--- config.mk ---
export PLATFORM = sky130hd
export DESIGN_NAME = l2_sched
export DESIGN_NICKNAME = d
export VERILOG_FILES = /design/src/rtl/cnn_pkg.sv /design/src/rtl/wdog_cnt.sv /design/src/rtl/l2_sched.sv
export SDC_FILE = /design/constraint.sdc
export NUM_CORES = 1
export LEC_CHECK = 0
export CAP_MARGIN = 20
export CORE_MARGIN = 2
export CORE_UTILIZATION = 40
export DETAILED_ROUTE_END_ITERATION = 10
export PLACE_DENSITY = 0.6
export SYNTH_ARGS = -nofsm -noshare
export SYNTH_HDL_FRONTEND = slang
export SYNTH_SLANG_ARGS = --single-unit
--- constraint.sdc ---
create_clock -name clk -period 2.4 [get_ports clk]
set_input_delay 0.48 -clock clk [delete_from_list [all_inputs] [get_ports clk]]
set_output_delay 0.48 -clock clk [all_outputs]
set_load 0.02 [all_outputs]
--- src/rtl/cnn_pkg.sv ---
// Shared types and default sizing for the CNN layer schedulers.
package cnn_pkg;

  typedef enum logic [2:0] {
    IDLE,
    ISSUE,
    WAIT_MAC,
    DRAIN,
    CLOSE
  } l2_sched_state_t;

  localparam int L2_N_OUT = 100;
  localparam int L2_N_RD  = 25;
  localparam int L2_TMO   = 15;

endpackage

--- src/rtl/wdog_cnt.sv ---
// Load/increment watchdog. `expired` fires on the increment that brings the
// count to LIMIT, so a completion in that same cycle can still win.
module wdog_cnt #(
  parameter int LIMIT = 15
) (
  input  logic clk,
  input  logic rst,
  input  logic load,
  input  logic inc,
  output logic expired
);

  localparam int W = $clog2(LIMIT + 1);

  logic [W-1:0] cnt;

  always_ff @(posedge clk or posedge rst) begin
    if (rst)       cnt <= '0;
    else if (load) cnt <= '0;
    else if (inc)  cnt <= cnt + 1'b1;
  end

  assign expired = inc && (cnt == W'(LIMIT - 1));

endmodule

--- src/rtl/l2_sched.sv ---
// Frame scheduler for layer 2: one window pop + strt per output, counts
// outputs and downstream reads, closes the frame with one tx_done pulse.
module l2_sched
  import cnn_pkg::*;
#(
  parameter int N_OUT = L2_N_OUT,
  parameter int N_RD  = L2_N_RD,
  parameter int TMO   = L2_TMO
) (
  input  logic       clk,
  input  logic       rst,
  input  logic       frame_go,
  input  logic       abort,
  input  logic       l1_win_vld,
  output logic       l1_win_pop,
  output logic       l2_strt,
  input  logic       l2_addr_rd_inc,
  input  logic       l2_rd,
  output logic       l2_tx_done,
  output logic       busy,
  output logic       frame_done,
  output logic [6:0] out_cnt,
  output logic       err_tmo
);

  l2_sched_state_t state, nxt;

  logic [4:0] rd_cnt;
  logic       clr, out_inc, tmo_set, wd_load, wd_inc, wd_exp;

  assign busy   = (state != IDLE);
  assign wd_inc = (state == WAIT_MAC);

  wdog_cnt #(.LIMIT(TMO)) u_wdog (
    .clk     (clk),
    .rst     (rst),
    .load    (wd_load),
    .inc     (wd_inc),
    .expired (wd_exp)
  );

  always_ff @(posedge clk or posedge rst) begin
    if (rst) state <= IDLE;
    else     state <= nxt;
  end

  // Reads overlap computation, so they are counted in every active state.
  always_ff @(posedge clk or posedge rst) begin
    if (rst) begin
      out_cnt <= '0;
      rd_cnt  <= '0;
      err_tmo <= 1'b0;
    end else if (clr) begin
      out_cnt <= '0;
      rd_cnt  <= '0;
      err_tmo <= 1'b0;
    end else begin
      if (out_inc) out_cnt <= out_cnt + 7'd1;
      if (tmo_set) err_tmo <= 1'b1;
      if (busy && l2_rd && rd_cnt != 5'(N_RD)) rd_cnt <= rd_cnt + 5'd1;
    end
  end

  always_comb begin
    nxt        = state;
    l1_win_pop = 1'b0;
    l2_strt    = 1'b0;
    l2_tx_done = 1'b0;
    frame_done = 1'b0;
    clr        = 1'b0;
    out_inc    = 1'b0;
    tmo_set    = 1'b0;
    wd_load    = 1'b0;
    case (state)
      IDLE: begin
        if (frame_go) begin
          clr = 1'b1;
          nxt = ISSUE;
        end
      end
      ISSUE: begin
        if (abort) nxt = CLOSE;
        else if (l1_win_vld) begin
          l2_strt    = 1'b1;
          l1_win_pop = 1'b1;
          wd_load    = 1'b1;
          nxt        = WAIT_MAC;
        end
      end
      // Completion is checked before expiry: a late answer still counts.
      WAIT_MAC: begin
        if (abort) nxt = CLOSE;
        else if (l2_addr_rd_inc) begin
          out_inc = 1'b1;
          nxt     = (out_cnt == 7'(N_OUT - 1)) ? DRAIN : ISSUE;
        end else if (wd_exp) begin
          tmo_set = 1'b1;
          nxt     = CLOSE;
        end
      end
      DRAIN: begin
        if (abort || rd_cnt == 5'(N_RD)) nxt = CLOSE;
      end
      // Already closing, so an abort here adds nothing.
      CLOSE: begin
        l2_tx_done = 1'b1;
        frame_done = 1'b1;
        nxt        = IDLE;
      end
      default: nxt = IDLE;
    endcase
  end

endmodule

==> metrics.log <==
INFO  metric vias = between 900 and 1000
INFO  metric die_width = around 57 um
INFO  metric period_needed = approximately 2.3 ns
INFO  metric yosys_warnings = 0
INFO  metric compound_gate_fraction_of_synth_area = between 10% and 20%
INFO  metric drt_first_pass_iters = 4
INFO  metric peakVddDrop = 0.000730 V
INFO  metric min_period_over_period = a little over nine tenths
INFO  metric grt_pass1_vias = around 900
INFO  metric port_buffers = 19
INFO  metric starting_utilization_of_the_core_area = between 40% and 50%
INFO  metric ios = 20
INFO  metric cts_sinks = 20
INFO  metric post_synth_and_or_nand_nor_area_fraction = 26.3%
INFO  metric dr_iter_0_viols = 26
INFO  metric netlist_area_before_placement = between 0.001 and 0.0015 mm^2
INFO  metric layout-drive-gt1-share = ~15%
INFO  metric area_of_the_die = between 0.003 and 0.004 mm^2
INFO  metric grt_start_max_net_pins = 21
INFO  metric detail_route.vias_per_cell = 5.40
INFO  metric p_comb_share = between 40% and 50%
INFO  metric cts_root_buffer = sky130_fd_sc_hd__clkbuf_4
INFO  metric crit_path_max_fanout = 6
INFO  metric yosys_register_bits = 20
INFO  metric worstPathRequired = approximately 1.9 ns
INFO  metric p_sw_share = approximately 39%
INFO  metric path_class = flop to output port
INFO  metric critical_path.reg2reg.endpoint = state[2]
INFO  metric clk_network_pwr_share = between 10% and 20%
INFO  metric cts.hold.buffers_added = 0
INFO  metric dp.cells = about 170
INFO  metric outcome = finished clean
INFO  metric maxSlewHeadroom = 62.2%
INFO  metric synthAdderAreaFrac = 5.58%
INFO  metric maximum_buffer_depth_of_the_clock_tree = 2
INFO  metric post-layout-total-power = between 1000 and 1500 uW
INFO  metric tritoncts = built
INFO  metric clkLatencyLatePin = just over 0.3 ns
INFO  metric antenna_found_initial = 0
INFO  metric filler_cell_count = roughly 270
INFO  metric rows = 19
INFO  metric synth.area.mux_share = 0.893%
INFO  metric timing.clock.skew = about 0.0053 ns
INFO  metric timing_worst_slew_pin_value = ~0.57 ns
INFO  metric grt_use_total = roughly 16%
INFO  metric synth.yosys.seq_area_share = around 45%
INFO  metric cp-end-kind = output port
INFO  metric routabilityCongestion = 0.764
INFO  metric synth_flop_cell = sky130_fd_sc_hd__dfrtp_1
INFO  metric power.net_switching = 465 uW
INFO  metric syn-num-nets = between 100 and 150
INFO  metric p_leak = about 0.0006 uW
INFO  metric power.sequential.fraction = roughly two fifths
INFO  metric combinational_family_with_the_most_area_after_synthesis = simple AND/OR/NAND/NOR gates
INFO  metric timing_max_transition_violations_final = 0
INFO  metric synth_cell_types = 39
INFO  metric routed_wire_length_per_instance = 13.4 um
INFO  metric worstRegToRegCells = 5
INFO  metric cap_viol_max_count = 0
INFO  metric post_synthesis_average_cell_area = a little under 10 um^2
INFO  metric synthToLayoutAreaGrowth = 25.9%
INFO  metric ff2ff_setup_slack = 0.45 ns
INFO  metric design.final.nets = approximately 160
INFO  metric finalHoldWorstSlack = between 0.4 and 0.5 ns
INFO  metric timing.fmax = 0.439 GHz
INFO  metric start_kind = flop
INFO  metric die_h = approximately 57 um
INFO  metric hold_violation_total_from_the_final_report = 0
INFO  metric cts_made_buffers = 3
INFO  metric fp.coreArea = around 0.0027 mm^2
INFO  metric asyncSetResetFlopFracSynth = 100%
INFO  metric placed_wire_length_estimate_after_detailed_placement = about 1.7 mm
INFO  metric unrepaired_setup_endpoints_after_global_routing = no
INFO  metric route.detailed.drc = 0
INFO  metric instances_no_fill = between 150 and 200
INFO  metric p_int = around 740 uW
INFO  metric ctsHtreeMaxLevel = 1
INFO  metric power-per-cell-area = approximately 860 mW/mm^2
INFO  metric utilization = 52.1%
INFO  metric route.final.wire_length = approximately 2.3 mm
INFO  metric critical_path_arrival = approximately 1.8 ns
INFO  metric seq_area = 500 um^2
INFO  metric overflow = 0
INFO  metric final_antenna_net_count = 0
INFO  metric worstHoldPathType = input port to async pin
INFO  metric reg2reg_from = state[0]
INFO  metric number_of_enable_type_register_cells_in_the_synthesized_netlist = 0
INFO  metric antenna_cells_inserted = 0
INFO  metric multi_input_area = approximately 570 um^2
INFO  metric final.setup.tns = 0 ns
INFO  metric grt_pass1_wl = approximately 4 mm
INFO  metric synth_cells = 116
INFO  metric cts.clk_slew.worst_paths = ~0.12 ns
INFO  metric yosys.area_share.xor_xnor = 3.91%
INFO  metric timing.final.setup_violations = 0
-- how the worst max path moves through the flow --
| stage | startpoint | end |
|---|---|---|
| 2_1_floorplan | abort | l2_strt |
| 3_3_place_gp | abort | l1_win_pop |
| 3_5_place_dp | abort | l1_win_pop |
| 4_1_cts | abort | l1_win_pop |
| 5_1_grt | state[0] | frame_done |
| 6_report | state[0] | frame_done |
-- layer usage --
layer  share of wire, %  GRT usage [%]  vias up
met1                 48           21.3      446
met2                 46           24.6       21
met4               0.56           3.99        0
met5                  0              0        -
li1                   -              -      466
met3                4.9           5.22        2
-- kinds of logic (layout without fill, tap and decap cells) --
group	count (synthesis)	count (layout)
AO/OA/AOI/OAI	23	23
XOR/XNOR	5	5
adder cells (fa/ha/maj)	5	5
buffers and inverters	11	37
flip-flops	20	20
multiplexers	1	1
AND/OR/NAND/NOR	51	51
-- area by class of cell --
cell class	count	share of cell area [%]
sequential	20	35.5
multi-input combinational	85	40.3
tap	31	2.75
clock buffer	4	2.57
inverter	5	1.33
timing repair buffer	28	17.6
-- cell usage in the layout (no fill, tap or decap), types with 2 or more instances in the layout --
cell	instances
sky130_fd_sc_hd__nand4_1	5
sky130_fd_sc_hd__o21ai_0	6
sky130_fd_sc_hd__nand2b_1	2
sky130_fd_sc_hd__xnor2_1	2
sky130_fd_sc_hd__a21oi_1	6
sky130_fd_sc_hd__buf_4	9
sky130_fd_sc_hd__or3_1	2
sky130_fd_sc_hd__dfrtp_1	20
sky130_fd_sc_hd__nor4b_1	2
sky130_fd_sc_hd__nand3_1	4
sky130_fd_sc_hd__and2_0	3
sky130_fd_sc_hd__ha_1	5
sky130_fd_sc_hd__clkbuf_2	2
sky130_fd_sc_hd__clkbuf_4	3
sky130_fd_sc_hd__inv_1	5
sky130_fd_sc_hd__clkdlybuf4s50_1	17
sky130_fd_sc_hd__nor3_1	3
sky130_fd_sc_hd__nor3_2	2
sky130_fd_sc_hd__o31ai_1	2
sky130_fd_sc_hd__nor2_1	13
sky130_fd_sc_hd__nand2_1	7
sky130_fd_sc_hd__xor2_1	3
-- Yosys cell counts, types with 3 or more instances --
cell	n	area [um^2]
sky130_fd_sc_hd__xor2_1	3	26.3
sky130_fd_sc_hd__and2_0	3	18.8
sky130_fd_sc_hd__nand2_1	7	26.3
sky130_fd_sc_hd__nor2_1	13	48.8
sky130_fd_sc_hd__nand4_1	5	31.3
sky130_fd_sc_hd__a21oi_1	6	30.0
sky130_fd_sc_hd__dfrtp_1	20	500
sky130_fd_sc_hd__nor3_1	3	15.0
sky130_fd_sc_hd__inv_1	5	18.8
sky130_fd_sc_hd__nand3_1	4	20.0
sky130_fd_sc_hd__o21ai_0	6	30.0
sky130_fd_sc_hd__ha_1	5	62.6
-- through the flow --
step	area (um^2)	setup WS, ns
detailed placement	1390	-0.262
global placement	1390	-0.248
CTS	1420	0.0208
global route	1410	0.0559
floorplan	1120	0.304
finish	1410	0.120
-- critical path: stages (launching register included) --
cell and delay (ns):
sky130_fd_sc_hd__dfrtp_1 0.41, sky130_fd_sc_hd__buf_4 0.16, sky130_fd_sc_hd__nor3_1 0.27, sky130_fd_sc_hd__clkdlybuf4s50_1 0.66
-- flip-flops by register name, summed over array words and instances, names as in the netlist --
| signal | flops |
|---|---|
| out_cnt | 7 |
| state | 3 |
| err_tmo | 1 |
| rd_cnt | 5 |
| u_wdog.cnt | 4 |
-- power groups by stage --
stage	clock network [uW]	logic (uW)	registers, uW
after CTS	208	519	494
after global placement	0	511	499
after floorplan	0	329	498
final	201	510	497
after detailed placement	0	520	501
after global routing	223	577	506
-- timing repair --
| item | CTS | global route |
|---|---|---|
| endpoints found under the setup margin | 2 | 2 |
| pin swaps | 0 | 0 |
| setup buffers | 0 | 0 |
| gates resized for setup | 2 | 4 |
(Power assumes the default switching activity.)
